$ cat src/rtl/sprite_plot_scheduler.sv
// Round-robin owner of the single pixel-plot port: each granted sprite
// gets its old 5x5 footprint erased, its new shape drawn, then an ack.
module sprite_plot_scheduler #(
  parameter int NUM_REQ = 6
) (
  input  logic                   clock,
  input  logic                   reset,
  input  logic [NUM_REQ-1:0]     req,
  input  logic [NUM_REQ-1:0]     req_erase,
  input  logic [8*NUM_REQ-1:0]   x_old,
  input  logic [7*NUM_REQ-1:0]   y_old,
  input  logic [8*NUM_REQ-1:0]   x_new,
  input  logic [7*NUM_REQ-1:0]   y_new,
  input  logic [3*NUM_REQ-1:0]   colour_in,
  input  logic [25*NUM_REQ-1:0]  shape_in,
  output logic [NUM_REQ-1:0]     grant,
  output logic [NUM_REQ-1:0]     ack,
  output logic                   busy,
  output logic                   plot_en,
  output logic [7:0]             x,
  output logic [6:0]             y,
  output logic [2:0]             colour
);

  localparam int IW = (NUM_REQ > 1) ? $clog2(NUM_REQ) : 1;

  typedef enum logic [1:0] {
    S_IDLE,
    S_ERASE,
    S_DRAW,
    S_ACK
  } state_t;

  state_t      r_state;
  logic [IW-1:0] r_last;
  logic [IW-1:0] r_win;
  logic [2:0]  r_row;
  logic [2:0]  r_col;
  logic [7:0]  r_xo;
  logic [6:0]  r_yo;
  logic [7:0]  r_xn;
  logic [6:0]  r_yn;
  logic [2:0]  r_colour;
  logic [24:0] r_shape;

  logic          w_found;
  logic [IW-1:0] w_win;
  logic [IW:0]   w_sum;
  logic          w_last_px;
  logic [4:0]    w_pix;

  // Search upward from the slot after the last winner, wrapping once.
  always_comb begin
    w_found = 1'b0;
    w_win   = '0;
    w_sum   = '0;
    for (int k = 1; k <= NUM_REQ; k++) begin
      w_sum = {1'b0, r_last} + (IW+1)'(k);
      if (w_sum >= (IW+1)'(NUM_REQ))
        w_sum = w_sum - (IW+1)'(NUM_REQ);
      if (!w_found && req[w_sum]) begin
        w_found = 1'b1;
        w_win   = w_sum[IW-1:0];
      end
    end
  end

  assign w_last_px = (r_row == 3'd4) && (r_col == 3'd4);
  assign w_pix = {2'b00, r_row} * 5'd5 + {2'b00, r_col};

  always_ff @(posedge clock or posedge reset) begin
    if (reset) begin
      r_state  <= S_IDLE;
      r_last   <= IW'(NUM_REQ - 1);
      r_win    <= '0;
      r_row    <= '0;
      r_col    <= '0;
      r_xo     <= '0;
      r_yo     <= '0;
      r_xn     <= '0;
      r_yn     <= '0;
      r_colour <= '0;
      r_shape  <= '0;
    end else begin
      unique case (r_state)
        S_IDLE: begin
          r_row <= '0;
          r_col <= '0;
          if (w_found) begin
            r_win    <= w_win;
            r_last   <= w_win;
            r_xo     <= x_old[8*w_win +: 8];
            r_yo     <= y_old[7*w_win +: 7];
            r_xn     <= x_new[8*w_win +: 8];
            r_yn     <= y_new[7*w_win +: 7];
            r_colour <= colour_in[3*w_win +: 3];
            r_shape  <= shape_in[25*w_win +: 25];
            r_state  <= req_erase[w_win] ? S_ERASE
                                         : S_DRAW;
          end
        end
        S_ERASE, S_DRAW: begin
          if (r_col == 3'd4) begin
            r_col <= '0;
            if (r_row == 3'd4) r_row <= '0;
            else r_row <= r_row + 3'd1;
          end else begin
            r_col <= r_col + 3'd1;
          end
          if (w_last_px)
            r_state <= (r_state == S_ERASE) ? S_DRAW
                                            : S_ACK;
        end
        S_ACK: r_state <= S_IDLE;
        default: r_state <= S_IDLE;
      endcase
    end
  end

  assign busy = (r_state != S_IDLE);

  always_comb begin
    grant   = '0;
    ack     = '0;
    plot_en = 1'b0;
    x       = '0;
    y       = '0;
    colour  = '0;
    unique case (r_state)
      S_ERASE: begin
        grant[r_win] = 1'b1;
        plot_en = 1'b1;
        x = r_xo + {5'b0, r_col};
        y = r_yo + {4'b0, r_row};
      end
      S_DRAW: begin
        grant[r_win] = 1'b1;
        plot_en = r_shape[w_pix];
        x = r_xn + {5'b0, r_col};
        y = r_yn + {4'b0, r_row};
        colour = r_colour;
      end
      S_ACK: begin
        grant[r_win] = 1'b1;
        ack[r_win]   = 1'b1;
      end
      default: ;
    endcase
  end

endmodule

$ cat config.mk
export PLATFORM = sky130hd
export DESIGN_NAME = sprite_plot_scheduler
export DESIGN_NICKNAME = d
export VERILOG_FILES = /design/src/rtl/sprite_plot_scheduler.sv
export SDC_FILE = /design/constraint.sdc
export NUM_CORES = 1
export LEC_CHECK = 0
export BUFFER_PORTS_ARGS = -buffer_cell sky130_fd_sc_hd__buf_2
export CAP_MARGIN = 20
export CORE_AREA = 5 5 151 153
export DETAILED_ROUTE_END_ITERATION = 6
export DIE_AREA = 0 0 156 158
export PLACE_DENSITY = 0.79
export SLEW_MARGIN = 15
export SYNTH_ARGS = -nofsm -noshare
export SYNTH_HDL_FRONTEND = slang
export SYNTH_SLANG_ARGS = --single-unit
$ cat constraint.sdc
create_clock -name clock -period 6.15 [get_ports clock]
set_clock_uncertainty 0.2 [all_clocks]
set_input_delay 0.3075 -clock clock [delete_from_list [all_inputs] [get_ports clock]]
set_output_delay 0.3075 -clock clock [all_outputs]
set_load 0.005 [all_outputs]
==> results.txt, run 1 <==
----------------------------------------------------
[Power]
  Pwr dens ... 132 nW/um^2
  Max VDD drop ... 117 uV
  Leakage power summed over all cells ... 5.05 nW
  Final Power ... between 1 and 1.5 mW

[Floorplan]
  Placement Rows ... 54
  Overall die width ... between 150 and 200 um
  Starting density of the core ... around 37%
  Total Die Area ... around 25000 um^2
  Vertical die dimension ... roughly 160 um
  Top Ports ... about 390
  Floorplan Core Area ... approximately 21000 um^2

[Clock tree]
  CTS clock-pin slew for the worst setup and hold paths ... ~60 ps
  Post-CTS Resized ... 0
  Clk Latency, worst-skew pair ... 340 ps
  CTS sink cnt ... between 70 and 80
  CTS H-tree depth ... 3
  CTS Hold Buffers Added ... 0
  Buffer type at the clock tree root ... clkbuf_16
  Post-CTS setup-driven buffer insertion count ... 0
  Maximum number of buffers from clock root to sink ... 2
  Inserted Clock Buffers ... 9
  Clock tree from TritonCTS ... done

[Yosys]
  Post-synthesis instance total ... between 800 and 900
  Yosys warning total ... 0
  Post-synthesis net count ... about 1200
  Proportion of synthesized flip-flops having asynchronous set or reset ... between 90% and 100%
  Area of the mapped netlist ... 7930 um^2
  Count of flip-flops with a built-in enable after synthesis ... 0
  Number of synthesized register bits ... between 70 and 80
  Average size of a mapped cell ... a little under 10 um^2
  Count of distinct cell types in the synthesized netlist ... 72
  Share of the yosys chip area belonging to registers ... about 22%
  Most instantiated flip-flop cell in the synthesis netlist ... dfrtp_1

[Run]
  Number of max-cap violations ... 0

[Critical path]
  Required time worst endpoint ... 6130 ps
  Critical path cell sequence ... inv_1 -> ha_1 -> o21ai_0 -> mux2i_2 -> mux2_4 -> o211ai_4 -> o311ai_1 -> and2_4 -> buf_4 -> mux2i_1 -> mux2_2 -> o221ai_1
  Setup Crit Path Kind ... reg2reg
  Crit path arrival time ... 5100 ps
  Worst-path fanout max ... 45
  Setup crit end kind ... flip-flop
  Reg-to-reg endpoint ... r_shape[4]
  Worst reg-to-reg path cell count ... 12
  Kind of start point of the critical path ... flip-flop
  Crit-path max cell delay ... ~800 ps
  R2R Setup Slk ... 1030 ps
  Cell with the biggest individual delay on the critical path ... dfstp_2
  Startpoint of the worst register-to-register path ... r_last[0]

[Timing]
  TNS Setup ... 0 ps
  Setup violation total in the final timing report ... 0
  Hold violation count in the final report ... 0
  Final-report max-slew violation count ... 0
  Final clock period utilization by the worst path ... a little over four fifths
  Worst Tran Pin Value ... around 940 ps
  Headroom to the max-slew limit ... between 30% and 40%
  Maximum clock frequency ... just under 200 MHz
  Setup slack after layout ... 1030 ps
  Unrepaired setup endpoints after global routing ... no
  Shortest clock period the worst path allows after layout ... 5120 ps

[Route]
  Number of DRC markers after the initial detailed-route iteration ... 529
  DRT Pass-1 Iters ... 5
  Routed via count divided by cell count ... 5.48
  Number of remaining DRC errors ... 0
  Post-detailed-routing wire length ... 28400 um
  Vias after detailed routing ... approximately 8000
  Average detailed-routed wire length per instance ... 19.4 um
  Residual antenna-violating net count after detailed routing ... 0

[Place]
  Number of port buffers ... 393
  Half-perimeter wire length after placement ... between 20000 and 25000 um
  Gpl congestion ... around 0.9
  Post-placement worst setup slack ... 1080 ps

[Global routing]
  Overall global routing resource usage ... 22.0%
  Wire length of the first global-routing pass ... roughly 43000 um
  Congestion Overflow GR ... 0
  Antenna violations before repair ... 1
  Via count of the first global-routing pass ... between 8000 and 9000
  Maximum number of pins on one net before global-route repair ... between 70 and 80

[Layout]
  Antenna Cells ... 0
  Synth-to-Final Area Change ... 30.6%
  Fraction of layout instances using a drive strength above 1 ... between 40% and 50%
  Final nets ... approximately 1600

[Worst hold path]
  HP Class ... in2async

[Outcome]
  Run status ... complete, no violations

----------------------------------------------------
==> sequential cells by signal, summed over array words and instances, names as in the netlist <==
signal / cells
r_win: 2
r_yo: 7
r_col: 3
r_row: 3
r_xo: 8
r_shape: 25
r_last: 3
r_colour: 3
r_state: 2
r_yn: 7
r_xn: 8
==> cells in the mapped netlist (all sizes together), types with 4 or more instances <==
cell	n	area, um^2
nand2	85	327
ha	33	413
nor2	24	90.1
nand3	8	40.0
mux2i	191	1920
and3	6	37.5
o21ai	22	114
dfrtp	69	1730
a21oi	20	100
and2	14	87.6
xnor2	11	104
nand2b	5	33.8
mux2	70	792
nand4	4	25.0
buf	36	234
a211o	4	35.0
mux4	7	158
nor3	10	50.1
a32oi	4	35.0
or3	6	37.5
nor2b	13	81.3
nor3b	8	71.3
o221ai	58	633
clkbuf	27	101
xor2	5	43.8
a31oi	5	31.3
inv	18	67.6
nor4	5	37.5
a21o	7	52.6
==> power breakdown <==
group          switching, mW  internal, mW
Combinational          0.174         0.204
Sequential                 0         0.467
Clock                  0.211         0.309
Total                  0.385         0.980
==> worst max-delay path by stage <==
stage | start | to | slack [ps] | cells after the start
after detailed placement | r_last[0] | r_shape[18] | 1080 | 12
after CTS | r_last[0] | r_shape[6] | 1070 | 12
after global routing | r_last[0] | r_colour[2] | 680 | 12
final | r_last[0] | r_shape[4] | 1030 | 12
after floorplan | r_last[0] | r_xn[6] | 2160 | 16
after global placement | r_last[0] | r_colour[2] | 1210 | 12
==> kinds of logic after synthesis <==
logic type | count (synthesis) | share of synthesized area (%)
compound gates | 153 | 16.5
xor+xnor | 16 | 1.86
fa+ha+maj | 36 | 5.97
buf+inv | 81 | 5.08
flops | 71 | 22.5
mux | 268 | 36.2
simple gates | 192 | 11.9
==> routing by layer <==
layer | track usage [%] | wire length [um]
met5 | 0 | 13
met3 | 3.47 | 1600
met4 | 7.38 | 692
met2 | 36.0 | 14100
met1 | 29.6 | 12000
==> worst max-delay path, delay by kind of cell, from the launching register on <==
family / cells / cell delay (ps)
AO/OA/AOI/OAI: 4 / 890
adder cells (fa/ha/maj): 1 / 680
buffers and inverters: 2 / 630
flip-flops: 1 / 820
multiplexers: 4 / 920
AND/OR/NAND/NOR: 1 / 780
==> per-stage QoR <==
stage	hold WS (ps)	utilization, %	area (um^2)	instances
after floorplan	248	-	7930	817
after detailed placement	273	46.9	10100	1443
final	48.3	48.3	10300	1459
after global routing	79.6	48.3	10300	1459
after CTS	74.1	48.3	10300	1459
after global placement	266	46.9	10100	1443
==> cell usage in the layout (no fill, tap or decap), types with 7 or more instances in the layout <==
master,netlist,layout
a21o_1,7,7
a21oi_1,20,20
and2_1,14,13
buf_2,22,393
buf_4,3,15
clkbuf_16,0,9
dfrtp_1,69,69
ha_1,33,33
inv_1,18,17
mux2_2,68,68
mux2i_1,188,188
mux4_2,7,7
nand2_1,84,84
nand3_1,8,8
nor2_1,24,24
nor2b_1,13,13
nor3_1,10,10
nor3b_1,7,7
o21ai_0,18,18
o221ai_1,38,38
o221ai_2,20,20
xnor2_1,10,10
==> cell type report <==
cell class | instances | area [um^2]
clock buffers | 13 | 270
clock inverters | 3 | 25.0
fillers | 2010 | 11100
inverters | 18 | 68.8
multi-input cells | 665 | 5760
flip-flops and latches | 71 | 1780
well taps | 280 | 350
repair buffers | 409 | 2100
(Power assumes the default switching activity.)
==> run 2, diff against run 1 <==
==> constraint.sdc (replaced) <==
create_clock -name clock -period 5.3 [get_ports clock]
set_clock_uncertainty 0.2 [all_clocks]
set_input_delay 0.265 -clock clock [delete_from_list [all_inputs] [get_ports clock]]
set_output_delay 0.265 -clock clock [all_outputs]
set_load 0.005 [all_outputs]
==> results.txt, run 2 (same netlist as run 1, synthesis figures left out) <==
----------------------------------------------------
[Clock tree]
  CTS clock-pin slew for the worst setup and hold paths ... 60 ps (about the same)
  CTS sink cnt ... 71 (unchanged)
  CTS Hold Buffers Added ... 0 (unchanged)
  Post-CTS setup-driven buffer insertion count ... 0 (unchanged)
  Clk Latency, worst-skew pair ... 340 ps (about the same)
  Buffer type at the clock tree root ... clkbuf_16
  Maximum number of buffers from clock root to sink ... 2 (unchanged)
  CTS H-tree depth ... 3 (unchanged)
  Inserted Clock Buffers ... 9 (unchanged)
  Post-CTS Resized ... 0 (unchanged)
  Clock tree from TritonCTS ... done

[Layout]
  Count of fill cells added during filler insertion ... 1967 (-2.1%)
  Finished Core Util ... 49.0% (+0.65 points)
  Combined area of the multi-input logic cells ... 5760 um^2 (unchanged)
  Commonest cells after routing, fill and taps aside ... 393 x buf_2, 188 x mux2i_1, 84 x nand2_1, 69 x dfrtp_1, 68 x mux2_2
  Fraction of layout instances using a drive strength above 1 ... 45.9% (+0.14 points)
  Final nets ... 1575 (+0.19%)
  Leading cell type in the layout, fill and taps excluded ... buf_2
  Register Area ... 1780 um^2 (unchanged)
  Largest registers ranked by flip-flop count ... r_shape: 25 flops, r_xn: 8 flops, r_xo: 8 flops
  Synth-to-Final Area Change ... 32.3%
  Flip-flop count of the largest register after layout ... 25 (unchanged)
  Most flop-heavy register ... r_shape

[Floorplan]
  Starting density of the core ... 37.0% (unchanged)
  Top Ports ... 394 (unchanged)
  Overall die width ... 156 um (unchanged)
  Floorplan Core Area ... 21400 um^2 (unchanged)
  Placement Rows ... 54 (unchanged)
  Vertical die dimension ... 158 um (unchanged)
  Total Die Area ... 24600 um^2 (unchanged)

[Critical path]
  Critical path cell sequence ... inv_1 -> ha_1 -> o21ai_0 -> mux2i_2 -> mux2_4 -> o211ai_4 -> or3_1 -> nand3_1 -> nand2_8 -> buf_12 -> mux2_2 -> o221ai_1
  Required time worst endpoint ... 5340 ps (-790 ps)
  Crit-path max cell delay ... 630 ps (-190 ps)
  Crit path arrival time ... 4540 ps (-560 ps)
  Worst-path fanout max ... 47 (+4.4%)
  Setup crit end kind ... flip-flop
  Kind of start point of the critical path ... flip-flop
  Cell with the biggest individual delay on the critical path ... ha_1
  Setup Crit Path Kind ... reg2reg

[Route]
  Vias after detailed routing ... 7975 (-0.26%)
  Average detailed-routed wire length per instance ... 19.7 um (+1.2%)
  Number of remaining DRC errors ... 0 (unchanged)
  Number of DRC markers after the initial detailed-route iteration ... 519 (-1.9%)
  DRT Pass-1 Iters ... 5 (unchanged)
  Post-detailed-routing wire length ... 28800 um (+1.5%)
  Routed via count divided by cell count ... 5.45 (-0.54%)
  Residual antenna-violating net count after detailed routing ... 0 (unchanged)

[Power]
  Max VDD drop ... 140 uV (+20%)
  Pwr dens ... 163 nW/um^2 (+23%)
  Final Power ... 1.71 mW (+25%)
  Leakage power summed over all cells ... 5.11 nW (+1.2%)

[Global routing]
  Wire length of the first global-routing pass ... 43300 um (+0.27%)
  Congestion Overflow GR ... 0 (unchanged)
  Maximum number of pins on one net before global-route repair ... 72 (unchanged)
  Antenna violations before repair ... 1 (unchanged)
  Overall global routing resource usage ... 22.2% (+0.20 points)
  Via count of the first global-routing pass ... 8093 (-0.38%)

[Worst hold path]
  HP Class ... in2async

[Place]
  Number of port buffers ... 393 (unchanged)
  Half-perimeter wire length after placement ... 23300 um (+2.5%)
  Post-placement worst setup slack ... 871 ps (-206 ps)
  Gpl congestion ... 0.929 (+3.0%)

[Timing]
  Setup violation total in the final timing report ... 0 (unchanged)
  Shortest clock period the worst path allows after layout ... 4500 ps (-622 ps)
  Headroom to the max-slew limit ... 35.3% (-1.8 points)
  TNS Setup ... 0 ps (unchanged)
  Setup slack after layout ... 804 ps (-228 ps)
  Final-report max-slew violation count ... 0 (unchanged)
  Unrepaired setup endpoints after global routing ... no
  Fin Hold WS ... 9.09 ps (-39.2 ps)
  Maximum clock frequency ... 222 MHz (+14%)
  Hold violation count in the final report ... 0 (unchanged)
  Final clock period utilization by the worst path ... 84.8% (+1.6 points)
  Worst Tran Pin Value ... 970 ps (+26.6 ps)

[Outcome]
  Run status ... complete, no violations

[Run]
  Number of max-cap violations ... 0 (unchanged)

----------------------------------------------------
-- run 2: cell types whose count changed in the layout (fill, tap and decap cells not counted) --
cell,before,now
clkinv_2,1,2
clkbuf_8,3,1
diode_2,0,1
clkinvlp_4,1,0
buf_4,15,13
buf_12,1,6
clkinv_4,1,0
bufinv_16,0,3
-- run 2: per-layer routing --
layer / global-route usage, % / part of all wire [%] / routed length [um]
met5: 0 / 0.069 / 20
met2: 36.4 / 49 / 14100
met1: 29.8 / 42 / 12100
met3: 4.05 / 6.7 / 1920
met4: 6.84 / 2.4 / 699
-- run 2: worst paths after layout --
path	from	endpoint	slack [ps]	cells after the start
max	r_last[0]	r_shape[1]	800	12
min	reset	r_xo[7]	9	3
max reg2reg	r_last[0]	r_shape[1]	800	12
min reg2reg	r_colour[2]	r_colour[2]	270	2
max in group asynchronous	reset	r_shape[22]	4260	3
min in group clock	shape_in[132]	r_shape[7]	30	3
-- run 2: critical path: cells and delay by family (launching register included) --
family                     cells  cell delay, ps
muxes                          3             990
and+or+nand+nor                3             890
AOI/OAI and AO/OA              3             710
adders and majority gates      1             630
DFF                            1             520
buffers and inverters          2             400
-- run 2: layout make-up --
class,instances,area share [%]
timing repair buffer,412,20.8
clock buffer,11,2.31
sequential,71,17.0
inverter,18,0.656
clock inverter,5,0.990
tap,280,3.34
antenna,1,0.0239
multi-input combinational,665,54.9
-- run 2: per-stage QoR --
step	instances	area, um^2
6_report	1463	10500
5_1_grt	1462	10500
4_1_cts	1462	10500
3_5_place_dp	1446	10100
3_3_place_gp	1446	10100
2_1_floorplan	817	7930
-- run 2: power by group --
part,total (mW),internal (mW),switching (mW)
Clock,0.722,0.474,0.248
Sequential,0.542,0.542,0
Combinational,0.443,0.241,0.201
Total,1.71,1.26,0.449
==> run 3, diff against run 2 <==
--- a/config.mk
+++ b/config.mk
@@ -5,12 +5,13 @@
 export SDC_FILE = /design/constraint.sdc
 export NUM_CORES = 1
 export LEC_CHECK = 0
+export ABC_AREA = 1
 export BUFFER_PORTS_ARGS = -buffer_cell sky130_fd_sc_hd__buf_2
 export CAP_MARGIN = 20
-export CORE_AREA = 5 5 151 153
+export CORE_AREA = 5 5 150 152
 export DETAILED_ROUTE_END_ITERATION = 6
-export DIE_AREA = 0 0 156 158
-export PLACE_DENSITY = 0.79
+export DIE_AREA = 0 0 155 157
+export PLACE_DENSITY = 0.82
 export SLEW_MARGIN = 15
 export SYNTH_ARGS = -nofsm -noshare
 export SYNTH_HDL_FRONTEND = slang
==> constraint.sdc (replaced) <==
create_clock -name clock -period 4.6 [get_ports clock]
set_clock_uncertainty 0.2 [all_clocks]
set_input_delay 0.23 -clock clock [delete_from_list [all_inputs] [get_ports clock]]
set_output_delay 0.23 -clock clock [all_outputs]
set_load 0.005 [all_outputs]
==> results.txt, run 3 <==
----------------------------------------------------
[Global routing]
  Maximum number of pins on one net before global-route repair ... 101 (+40%)
  Congestion Overflow GR ... 0 (unchanged)
  Via count of the first global-routing pass ... 9748 (+20%)
  Antenna violations before repair ... 3 (+2)
  Wire length of the first global-routing pass ... 50500 um (+17%)
  Overall global routing resource usage ... 25.9% (+3.7 points)

[Layout]
  Commonest cells after routing, fill and taps aside ... 468 x nand2_1, 393 x buf_2, 184 x inv_1, 178 x o211ai_1, 93 x a21oi_1
  Final design area excluding fillers ... 10700 um^2 (+2.3%)
  Leading cell type in the layout, fill and taps excluded ... nand2_1
  Most flop-heavy register ... r_shape
  Count of fill cells added during filler insertion ... 2125 (+8.0%)
  Fraction of layout instances using a drive strength above 1 ... 28.1% (-18 points)
  Largest registers ranked by flip-flop count ... r_shape: 25 flops, r_xn: 8 flops, r_xo: 8 flops
  Flip-flop count of the largest register after layout ... 25 (unchanged)
  Synth-to-Final Area Change ... 29.7%
  Final nets ... 2101 (+33%)

[Yosys]
  Number of synthesized register bits ... 71 (unchanged)
  Yosys top cell by area ... nand2_1
  Most instantiated flip-flop cell in the synthesis netlist ... dfrtp_1
  Most common cell in the synthesized netlist ... nand2_1
  Count of flip-flops with a built-in enable after synthesis ... 0 (unchanged)
  Yosys warning total ... 0 (unchanged)
  Post-synthesis instance total ... 1354 (+66%)
  Count of distinct cell types in the synthesized netlist ... 48 (-33%)
  Main area contributors after synthesis ... nand2_1 21%, dfrtp_1 21%, o211ai_1 16%, inv_1 8.4%, a21oi_1 5.6%
  Main combinational cell family by area after synthesis ... compound AO/OA/AOI/OAI gates
  Complex-gate fraction of the synthesized area ... 29.4% (+13 points)
  Proportion of synthesized flip-flops having asynchronous set or reset ... 100% (unchanged)
  Share of the yosys chip area belonging to registers ... 21.5% (-0.95 points)
  Average size of a mapped cell ... 6.11 um^2 (-37%)
  Adder and majority gate portion of the synthesized area ... 5.72% (-0.25 points)
  Simple-gate area share of the yosys netlist ... 28.2% (+16 points)
  Parity-gate share of the synthesized area counting xor and xnor cells ... 0.635% (-1.2 points)
  Area share of the largest cell type after synthesis ... 21.2% (-2.5 points)
  Area of the mapped netlist ... 8280 um^2 (+4.4%)
  Most frequent cells after synthesis ... 468 x nand2_1, 185 x inv_1, 178 x o211ai_1, 93 x a21oi_1, 69 x dfrtp_1
  Mux contribution to synthesized area ... 0.121% (-36 points)
  Post-synthesis net count ... 1752 (+44%)

[Floorplan]
  Top Ports ... 394 (unchanged)
  Starting density of the core ... 39.6% (+2.6 points)
  Overall die width ... 155 um (-0.64%)
  Placement Rows ... 53 (-1.9%)
  Vertical die dimension ... 157 um (-0.63%)
  Floorplan Core Area ... 20900 um^2 (-2.5%)
  Total Die Area ... 24300 um^2 (-1.3%)

[Critical path]
  Setup crit end kind ... flip-flop
  Worst-path fanout max ... 61 (+30%)
  Kind of start point of the critical path ... flip-flop
  Setup Crit Path Kind ... reg2reg
  Worst reg-to-reg path cell count ... 19 (+7)
  Required time worst endpoint ... 4660 ps (-680 ps)
  Crit path arrival time ... 4220 ps (-320 ps)

[Route]
  Vias after detailed routing ... 10611 (+33%)
  DRT Pass-1 Iters ... 5 (unchanged)
  Number of DRC markers after the initial detailed-route iteration ... 845 (+63%)
  Routed via count divided by cell count ... 5.35 (-1.9%)
  Average detailed-routed wire length per instance ... 17.5 um (-11%)
  Number of remaining DRC errors ... 0 (unchanged)
  Post-detailed-routing wire length ... 34700 um (+21%)
  Residual antenna-violating net count after detailed routing ... 0 (unchanged)

[Outcome]
  Run status ... finished, violations left
  Violations in the final reports ... negative hold slack

[Clock tree]
  CTS H-tree depth ... 3 (unchanged)
  Inserted Clock Buffers ... 9 (unchanged)
  Maximum number of buffers from clock root to sink ... 2 (unchanged)
  Buffer type at the clock tree root ... clkbuf_16
  CTS clock-pin slew for the worst setup and hold paths ... 60 ps (about the same)
  Clock tree from TritonCTS ... done
  CTS sink cnt ... 71 (unchanged)
  Clk Latency, worst-skew pair ... 340 ps (about the same)

[Worst hold path]
  HP Class ... in2async

[Place]
  Gpl congestion ... 0.971 (+4.5%)
  Number of port buffers ... 393 (unchanged)
  Post-place instance area ... 10400 um^2 (+2.4%)
  Half-perimeter wire length after placement ... 26100 um (+12%)

[Timing]
  Unrepaired setup endpoints after global routing ... no
  Final clock period utilization by the worst path ... 90.4% (+5.6 points)
  Headroom to the max-slew limit ... 36.5% (+1.1 points)
  Shortest clock period the worst path allows after layout ... 4160 ps (-338 ps)
  Setup violation total in the final timing report ... 0 (unchanged)
  Final-report max-slew violation count ... 0 (unchanged)
  TNS Setup ... 0 ps (unchanged)
  Maximum clock frequency ... 240 MHz (+8.1%)
  Fin Hold WS ... -66.8 ps (-75.8 ps)
  Worst Tran Pin Value ... 953 ps (-17.2 ps)
  Hold violation count in the final report ... 28 (+28)

[Run]
  Number of max-cap violations ... 0 (unchanged)

----------------------------------------------------
-- run 3: path summary, 6_finish.rpt --
check / startpoint / end / slack [ps]
worst min register to register: r_xn[4] / r_xn[4] / 280
worst max register to register: r_last[1] / r_state[0] / 440
max in group asynchronous: reset / r_shape[6] / 3590
worst max-delay path: r_last[1] / r_state[0] / 440
worst min-delay path: reset / r_win[0] / -70
min in group clock: x_old[33] / r_xo[1] / 40
-- run 3: kinds of logic (layout without fill, tap and decap cells) --
kind of cell | Yosys count | count (layout)
compound gates | 379 | 380
xor+xnor | 6 | 6
fa+ha+maj | 36 | 36
buf+inv | 285 | 636
flops | 71 | 71
mux | 1 | 1
other cells | 0 | 1
simple gates | 576 | 578
-- run 3: per-stage QoR --
| stage | util [%] | worst slack [ps] | cells |
|---|---|---|---|
| 2_1_floorplan | - | 1460 | 1354 |
| 4_1_cts | 51.1 | 359 | 1977 |
| 6_report | 51.4 | 442 | 1984 |
| 3_5_place_dp | 49.7 | 381 | 1961 |
| 5_1_grt | 51.4 | 34.7 | 1984 |
| 3_3_place_gp | 49.7 | 414 | 1961 |
-- run 3: worst max-delay path, cell delays in order (launching register included) --
cell and delay [ps]:
dfrtp_1 500, inv_1 260, ha_1 480, inv_2 100, nand2_1 90, nand2_1 50
nand2_1 50, nand2_1 80, inv_1 80, nand2_1 110, nand2_2 140, nand2_2 100
nor3_4 230, nand4_4 270, buf_4 450, nand3_1 210, nand3_1 100, nand3_1 140
nand3_1 180, a21oi_1 220
-- run 3: repair_timing --
| action | 4_1_cts | 5_1_grt |
|---|---|---|
| resized for setup | 0 | 3 |
| buffers inserted | 0 | 3 |
| endpoints found under the setup margin | 0 | 2 |
| endpoints found under the hold margin | 0 | 0 |
| hold buffers | 0 | 0 |
-- run 3: metal layers --
| layer | up-vias | routed length (um) | track usage (%) |
|---|---|---|---|
| li1 | 5176 | - | - |
| met1 | 4869 | 14800 | 36.0 |
| met2 | 505 | 16200 | 41.3 |
| met3 | 57 | 2800 | 4.12 |
| met4 | 4 | 887 | 8.45 |
| met5 | - | 16 | 0 |
-- run 3: area by class of cell --
cell class | instances | area, um^2 | area share (%)
multi-input cells | 1001 | 5350 | 49.9
repair buffers | 424 | 2230 | 20.8
flip-flops and latches | 71 | 1780 | 16.6
inverters | 196 | 737 | 6.87
well taps | 275 | 344 | 3.21
clock buffers | 12 | 236 | 2.20
clock inverters | 4 | 47.5 | 0.443
diodes | 1 | 2.50 | 0.0233
Power of run 3 is not shown: default switching activity piles up to over one toggle a cycle in this logic, so the estimate is an artifact.
